### src/rtl/turn_sequencer.sv
// Turn controller for the Chicken Cha-Cha-Cha datapath: selection, compare/advance strobes,
// mismatch reveal and player rotation. Define TURN_TIMEOUT_EN to enable selection timeout.
module turn_sequencer #(
  parameter int unsigned REVEAL_CYCLES  = 50_000_000,
  parameter int unsigned TIMEOUT_CYCLES = 500_000_000,
  parameter int unsigned CNT_W          = 29
) (
  input  logic       clk,
  input  logic       rst,
  input  logic       start,
  input  logic       sel_valid,
  input  logic [3:0] sel_pos,
  input  logic [1:0] N,
  input  logic       go,
  input  logic       W,
  output logic [3:0] position_data,
  output logic       A,
  output logic       B,
  output logic       statecombo_next_turn,
  output logic       reveal,
  output logic [1:0] cur_player,
  output logic       game_over
);

  localparam logic [3:0] S_IDLE     = 4'd0;
  localparam logic [3:0] S_WAIT_SEL = 4'd1;
  localparam logic [3:0] S_CHECK    = 4'd2;
  localparam logic [3:0] S_WAIT_RES = 4'd3;
  localparam logic [3:0] S_ADVANCE  = 4'd4;
  localparam logic [3:0] S_WAIT_WIN = 4'd5;
  localparam logic [3:0] S_REVEAL   = 4'd6;
  localparam logic [3:0] S_NEXT     = 4'd7;
  localparam logic [3:0] S_WIN      = 4'd8;

  localparam logic [CNT_W-1:0] LP_REV_LAST = CNT_W'(REVEAL_CYCLES - 1);
  localparam logic [CNT_W-1:0] LP_TO_LAST  = CNT_W'(TIMEOUT_CYCLES - 1);
  localparam logic [CNT_W-1:0] LP_SAT      = {CNT_W{1'b1}};

  logic [3:0]       r_state;
  logic [CNT_W-1:0] r_timer;
  logic [3:0]       w_state_d;
  logic [CNT_W-1:0] w_timer_d;
  logic [3:0]       w_pos_d;
  logic [1:0]       w_cur_d;
  logic [1:0]       w_last;
  logic [1:0]       w_cur_inc;
  logic             w_timer_run;

  assign w_last    = (N == 2'd0) ? 2'd1 : N;
  // >= also folds a player index left stranded above a newly lowered limit back to 0
  assign w_cur_inc = (cur_player >= w_last) ? 2'd0 : cur_player + 2'd1;

`ifdef TURN_TIMEOUT_EN
  assign w_timer_run = (r_state == S_REVEAL) || (r_state == S_WAIT_SEL);
`else
  assign w_timer_run = (r_state == S_REVEAL);
  logic w_unused_timeout;
  assign w_unused_timeout = ^LP_TO_LAST;
`endif

  always_comb begin
    w_state_d = r_state;
    w_pos_d   = position_data;
    w_cur_d   = cur_player;
    case (r_state)
      S_IDLE, S_WIN: begin
        if (start) begin
          w_state_d = S_WAIT_SEL;
          w_cur_d   = 2'd0;
        end
      end
      S_WAIT_SEL: begin
        if (sel_valid) begin
          w_pos_d   = sel_pos;
          w_state_d = S_CHECK;
        end
`ifdef TURN_TIMEOUT_EN
        else if (r_timer == LP_TO_LAST) begin
          w_state_d = S_NEXT;
        end
`endif
      end
      S_CHECK:    w_state_d = S_WAIT_RES;
      S_WAIT_RES: w_state_d = go ? S_ADVANCE : S_REVEAL;
      S_ADVANCE:  w_state_d = S_WAIT_WIN;
      S_WAIT_WIN: w_state_d = W ? S_WIN : S_WAIT_SEL;
      S_REVEAL: begin
        if (r_timer == LP_REV_LAST) w_state_d = S_NEXT;
      end
      S_NEXT:     w_state_d = S_WAIT_SEL;
      default:    w_state_d = S_IDLE;
    endcase
    if (w_state_d == S_NEXT) w_cur_d = w_cur_inc;
  end

  always_comb begin
    w_timer_d = r_timer;
    if ((w_state_d != r_state) &&
        ((w_state_d == S_REVEAL) || (w_state_d == S_WAIT_SEL))) begin
      w_timer_d = '0;
    end else if (w_timer_run && (r_timer != LP_SAT)) begin
      w_timer_d = r_timer + 1'b1;
    end
  end

  always_ff @(posedge clk or negedge rst) begin
    if (!rst) begin
      r_state              <= S_IDLE;
      r_timer              <= '0;
      position_data        <= 4'd0;
      A                    <= 1'b0;
      B                    <= 1'b0;
      statecombo_next_turn <= 1'b0;
      reveal               <= 1'b0;
      cur_player           <= 2'd0;
      game_over            <= 1'b0;
    end else begin
      r_state              <= w_state_d;
      r_timer              <= w_timer_d;
      position_data        <= w_pos_d;
      A                    <= (w_state_d == S_CHECK);
      B                    <= (w_state_d == S_ADVANCE);
      statecombo_next_turn <= (w_state_d == S_NEXT);
      reveal               <= (w_state_d == S_CHECK) || (w_state_d == S_WAIT_RES) ||
                              (w_state_d == S_ADVANCE) || (w_state_d == S_WAIT_WIN) ||
                              (w_state_d == S_REVEAL);
      cur_player           <= w_cur_d;
      game_over            <= (w_state_d == S_WIN);
    end
  end

endmodule

### config.mk
export PLATFORM = sky130hd
export DESIGN_NAME = turn_sequencer
export DESIGN_NICKNAME = d
export VERILOG_FILES = /design/src/rtl/turn_sequencer.sv
export SDC_FILE = /design/constraint.sdc
export NUM_CORES = 1
export LEC_CHECK = 0
export BUFFER_PORTS_ARGS = -buffer_cell sky130_fd_sc_hd__clkbuf_2
export CAP_MARGIN = 10
export CORE_UTILIZATION = 59
export CTS_CLUSTER_SIZE = 14
export DETAILED_ROUTE_END_ITERATION = 7
export GPL_TIMING_DRIVEN = 0
export PLACE_DENSITY = 0.87
export SYNTH_ARGS = -nofsm -noshare
export SYNTH_HDL_FRONTEND = slang
export SYNTH_SLANG_ARGS = --single-unit
### constraint.sdc
create_clock -name clk -period 2.55 [get_ports clk]
set_input_delay 0.51 -clock clk [delete_from_list [all_inputs] [get_ports clk]]
set_output_delay 0.51 -clock clk [all_outputs]
set_load 0.1 [all_outputs]
==> reports/qor.csv <==
metric;value;unit
outcome;complete, no violations;
Sinks on Clock Net;44;
clock latency of the later-clocked register in the worst-skew pair;0.31;ns
DRC;0;
Yosys warning total;0;
worst reg2reg path startpoint;r_timer[7];
maximum achievable frequency;413;MHz
Max-Cap Viols;0;
synthesis-to-finish area growth;13.7;%
Ant. Diodes;0;
Critical path buffers and inverters;2;
global-route usage over all layers;29.1;%
share of the synthesized area in the top cell type;45.2;%
final critical-path required period;2.42;ns
Synth area leader;dfrtp_1;
largest incremental delay on the critical path;0.60;ns
number of max-slew violations in the final report;0;
number of hold-slack violations in the final timing report;0;
largest driver fanout on the critical path;10;
Layout Skew;0.00922;ns
placed standard-cell area;2600;um2
CP Capture Type;register;
number of antenna violations at the first check in global routing;0;
flip-flop and latch count after synthesis;44;
EDFF count, synth;0;
syn_nets;269;
slack of the critical path;0.127;ns
clock tree from TritonCTS;yes;
post-route clock period utilization;95.0;%
RD Place Congestion;0.898;
setup-violating endpoint count in the final report;0;
number of I/O pins;23;
main flop type after synthesis;dfrtp_1;
share of post-route cells with drive strength above 1;20.9;%
Register-to-Register Setup Slack;0.13;ns
Congestion Overflow GR;0;
pwr/cell area;843;nW/um2
violation count after the first detailed-routing iteration;190;
mean area per synthesized cell;9.58;um2
die area;4390;um2
post-synthesis instance area;2430;um2
hold buffers post-CTS;0;
vias in the first global route;2014;
total core area;3800;um2
crit-path leading delay family;simple AND/OR/NAND/NOR gates;
source of the critical timing path;r_timer[7];
Register-to-Register Path Depth;7;
startpoint type of the worst setup path;register;
DP Worst Slack;-0.0349;ns
die height;66.2;um
required time at the endpoint of the critical path;2.78;ns
CTS root buffer;clkbuf_8;
critical-path cell with the highest stage delay;or4_4;
1st-pass router iterations;5;
Initial Util;64.1;%
estimated wirelength of the detail-placed design;3920;um
ordered list of cells on the worst path;nand4_1 -> or4_4 -> nor4_4 -> clkbuf_4 -> buf_2 -> o21ai_0 -> a21oi_1;
cts bufs inserted;5;
arrival time of the worst setup path;2.65;ns
cell area after layout;2770;um2
Worst IR Drop VDD;0.000941;V
clock slew at the register clock pins of the worst setup and hold paths;0.09;ns
Hold Path Class;input pin to async pin;
Routed wire per std cell;17.2;um
net count reported at finish;301;
fraction of registers with async set or reset after synthesis;100;%
number of instances in the placed design;324;
num rows;22;
transition time at the pin with the least slew margin;0.893;ns
number of buffers inserted by port buffering;22;
count of antenna-violating nets left after detailed routing;0;
final cell utilization of the core;72.8;%
share of the yosys chip area belonging to registers;45.2;%
startpoint-to-endpoint class of the critical path;register to register;
count of H-tree levels built during CTS;2;
largest net degree at the start of global routing;45;
top cells by area, synth;dfrtp_1 45%, a21oi_1 5.6%, or4_1 5.2%;
detailed-route via count;2211;
Gate Count Post-Synth;254;
number of different library cells in the post-synthesis netlist;46;
maximum buffer depth of the clock tree;2;
per-cell via count in the routed design;6.60;
RR Endpoint;r_timer[1];
unrepaired setup endpoints after global routing;no;
first-pass GRT wire length;9370;um
reported leakage power;1.14;nW
Layout Cells excl Fill;335;
DIE WIDTH;66.2;um
Max transition margin;39.9;%
final wirelength;5750;um
cell families after synthesis:
kind of cell / count (synthesis) / share of synthesized area [%]
and+or+nand+nor: 112 / 29.0
AOI/OAI and AO/OA: 63 / 15.9
DFF: 44 / 45.2
buffers and inverters: 23 / 4.63
xor gates and xnor gates: 5 / 1.80
muxes: 4 / 1.85
adders and majority gates: 3 / 1.54
worst max-delay path by stage:
stage                  endpoint  depth (start not counted)  slack [ns]
floorplan           r_timer[26]                          7        0.24
global placement     r_timer[1]                          7        0.01
detailed placement   r_timer[0]                          7       -0.03
CTS                 r_timer[15]                          6        0.04
global route         r_timer[0]                          7        0.01
finish               r_timer[1]                          7        0.13
per-stage QoR:
step                power [mW]  hold slack (ns)  setup TNS [ns]
detailed placement        1.86            0.497          -0.155
finish                    2.33            0.187               0
floorplan                 1.65            0.214               0
global placement          1.83            0.488               0
global route              2.44            0.214               0
CTS                       2.31            0.432               0
timing repair:
action	CTS	global route
cloned	0	0
pin swaps	0	2
resized for setup	1	6
endpoints found under the setup margin	9	24
buffers inserted	0	4
cells in the mapped netlist, types with 4 or more instances:
library cell	n
nor2_1	15
a21oi_1	27
nor4_1	4
or4_1	17
nand4_1	6
a211oi_1	4
xnor2_1	4
or3_1	12
mux2_2	4
o31ai_1	15
or2_2	4
nand2b_1	4
dfrtp_1	44
o21ai_0	9
nand2_1	13
inv_1	10
clkbuf_1	6
nand3_1	14
cell usage in the layout, fill, tap and decap left out, types with 2 or more instances in the layout:
master    count
clkinv_2      2
or3_1        12
clkbuf_2     22
ha_1          3
or4_4         2
nor2_1       15
nor3b_1       3
nand2b_1      4
mux2_2        4
a211oi_1      4
buf_4         6
or4_1        16
xnor2_1       4
inv_1        10
nand2_1      13
nor4_1        4
dfrtp_1      43
clkbuf_1      4
buf_6         2
o31ai_1      15
nand4_1       6
buf_2         2
and3_1        3
or2_2         4
nand3_1      14
o21ai_0       9
a21oi_1      26
nor4_4        2
nand3b_1      2
nor3_1        3
clkbuf_8      6
and4_1        2
layout make-up:
| class | instances | area, um2 |
|---|---|---|
| Buffer | 11 | 70.1 |
| Tap cell | 48 | 60.1 |
| Clock buffer | 6 | 82.6 |
| Timing Repair Buffer | 27 | 168 |
| Sequential cell | 44 | 1100 |
| Clock inverter | 2 | 10.0 |
| Inverter | 10 | 37.5 |
| Fill cell | 273 | 1030 |
| Multi-Input combinational cell | 187 | 1240 |
layer usage:
layer,track usage [%],vias to the layer above,share of wire [%]
met1,38.0,1088,43
met5,0,-,0
met2,45.5,77,50
met4,13.0,0,2.3
met3,7.07,15,4.9
li1,-,1031,-
registers in the layout, summed over array words and instances (netlist names):
signal                flops
A                         1
r_state                   4
B                         1
r_timer                  29
reveal                    1
game_over                 1
statecombo_next_turn      1
cur_player                2
position_data             4
power by group:
group | internal [mW] | leakage (nW) | switching (mW)
Combinational | 0.247 | 0.489 | 0.773
Sequential | 0.787 | 0.597 | 0.0624
Clock | 0.216 | 0.0510 | 0.245
Power figures use the tool's default switching activity.
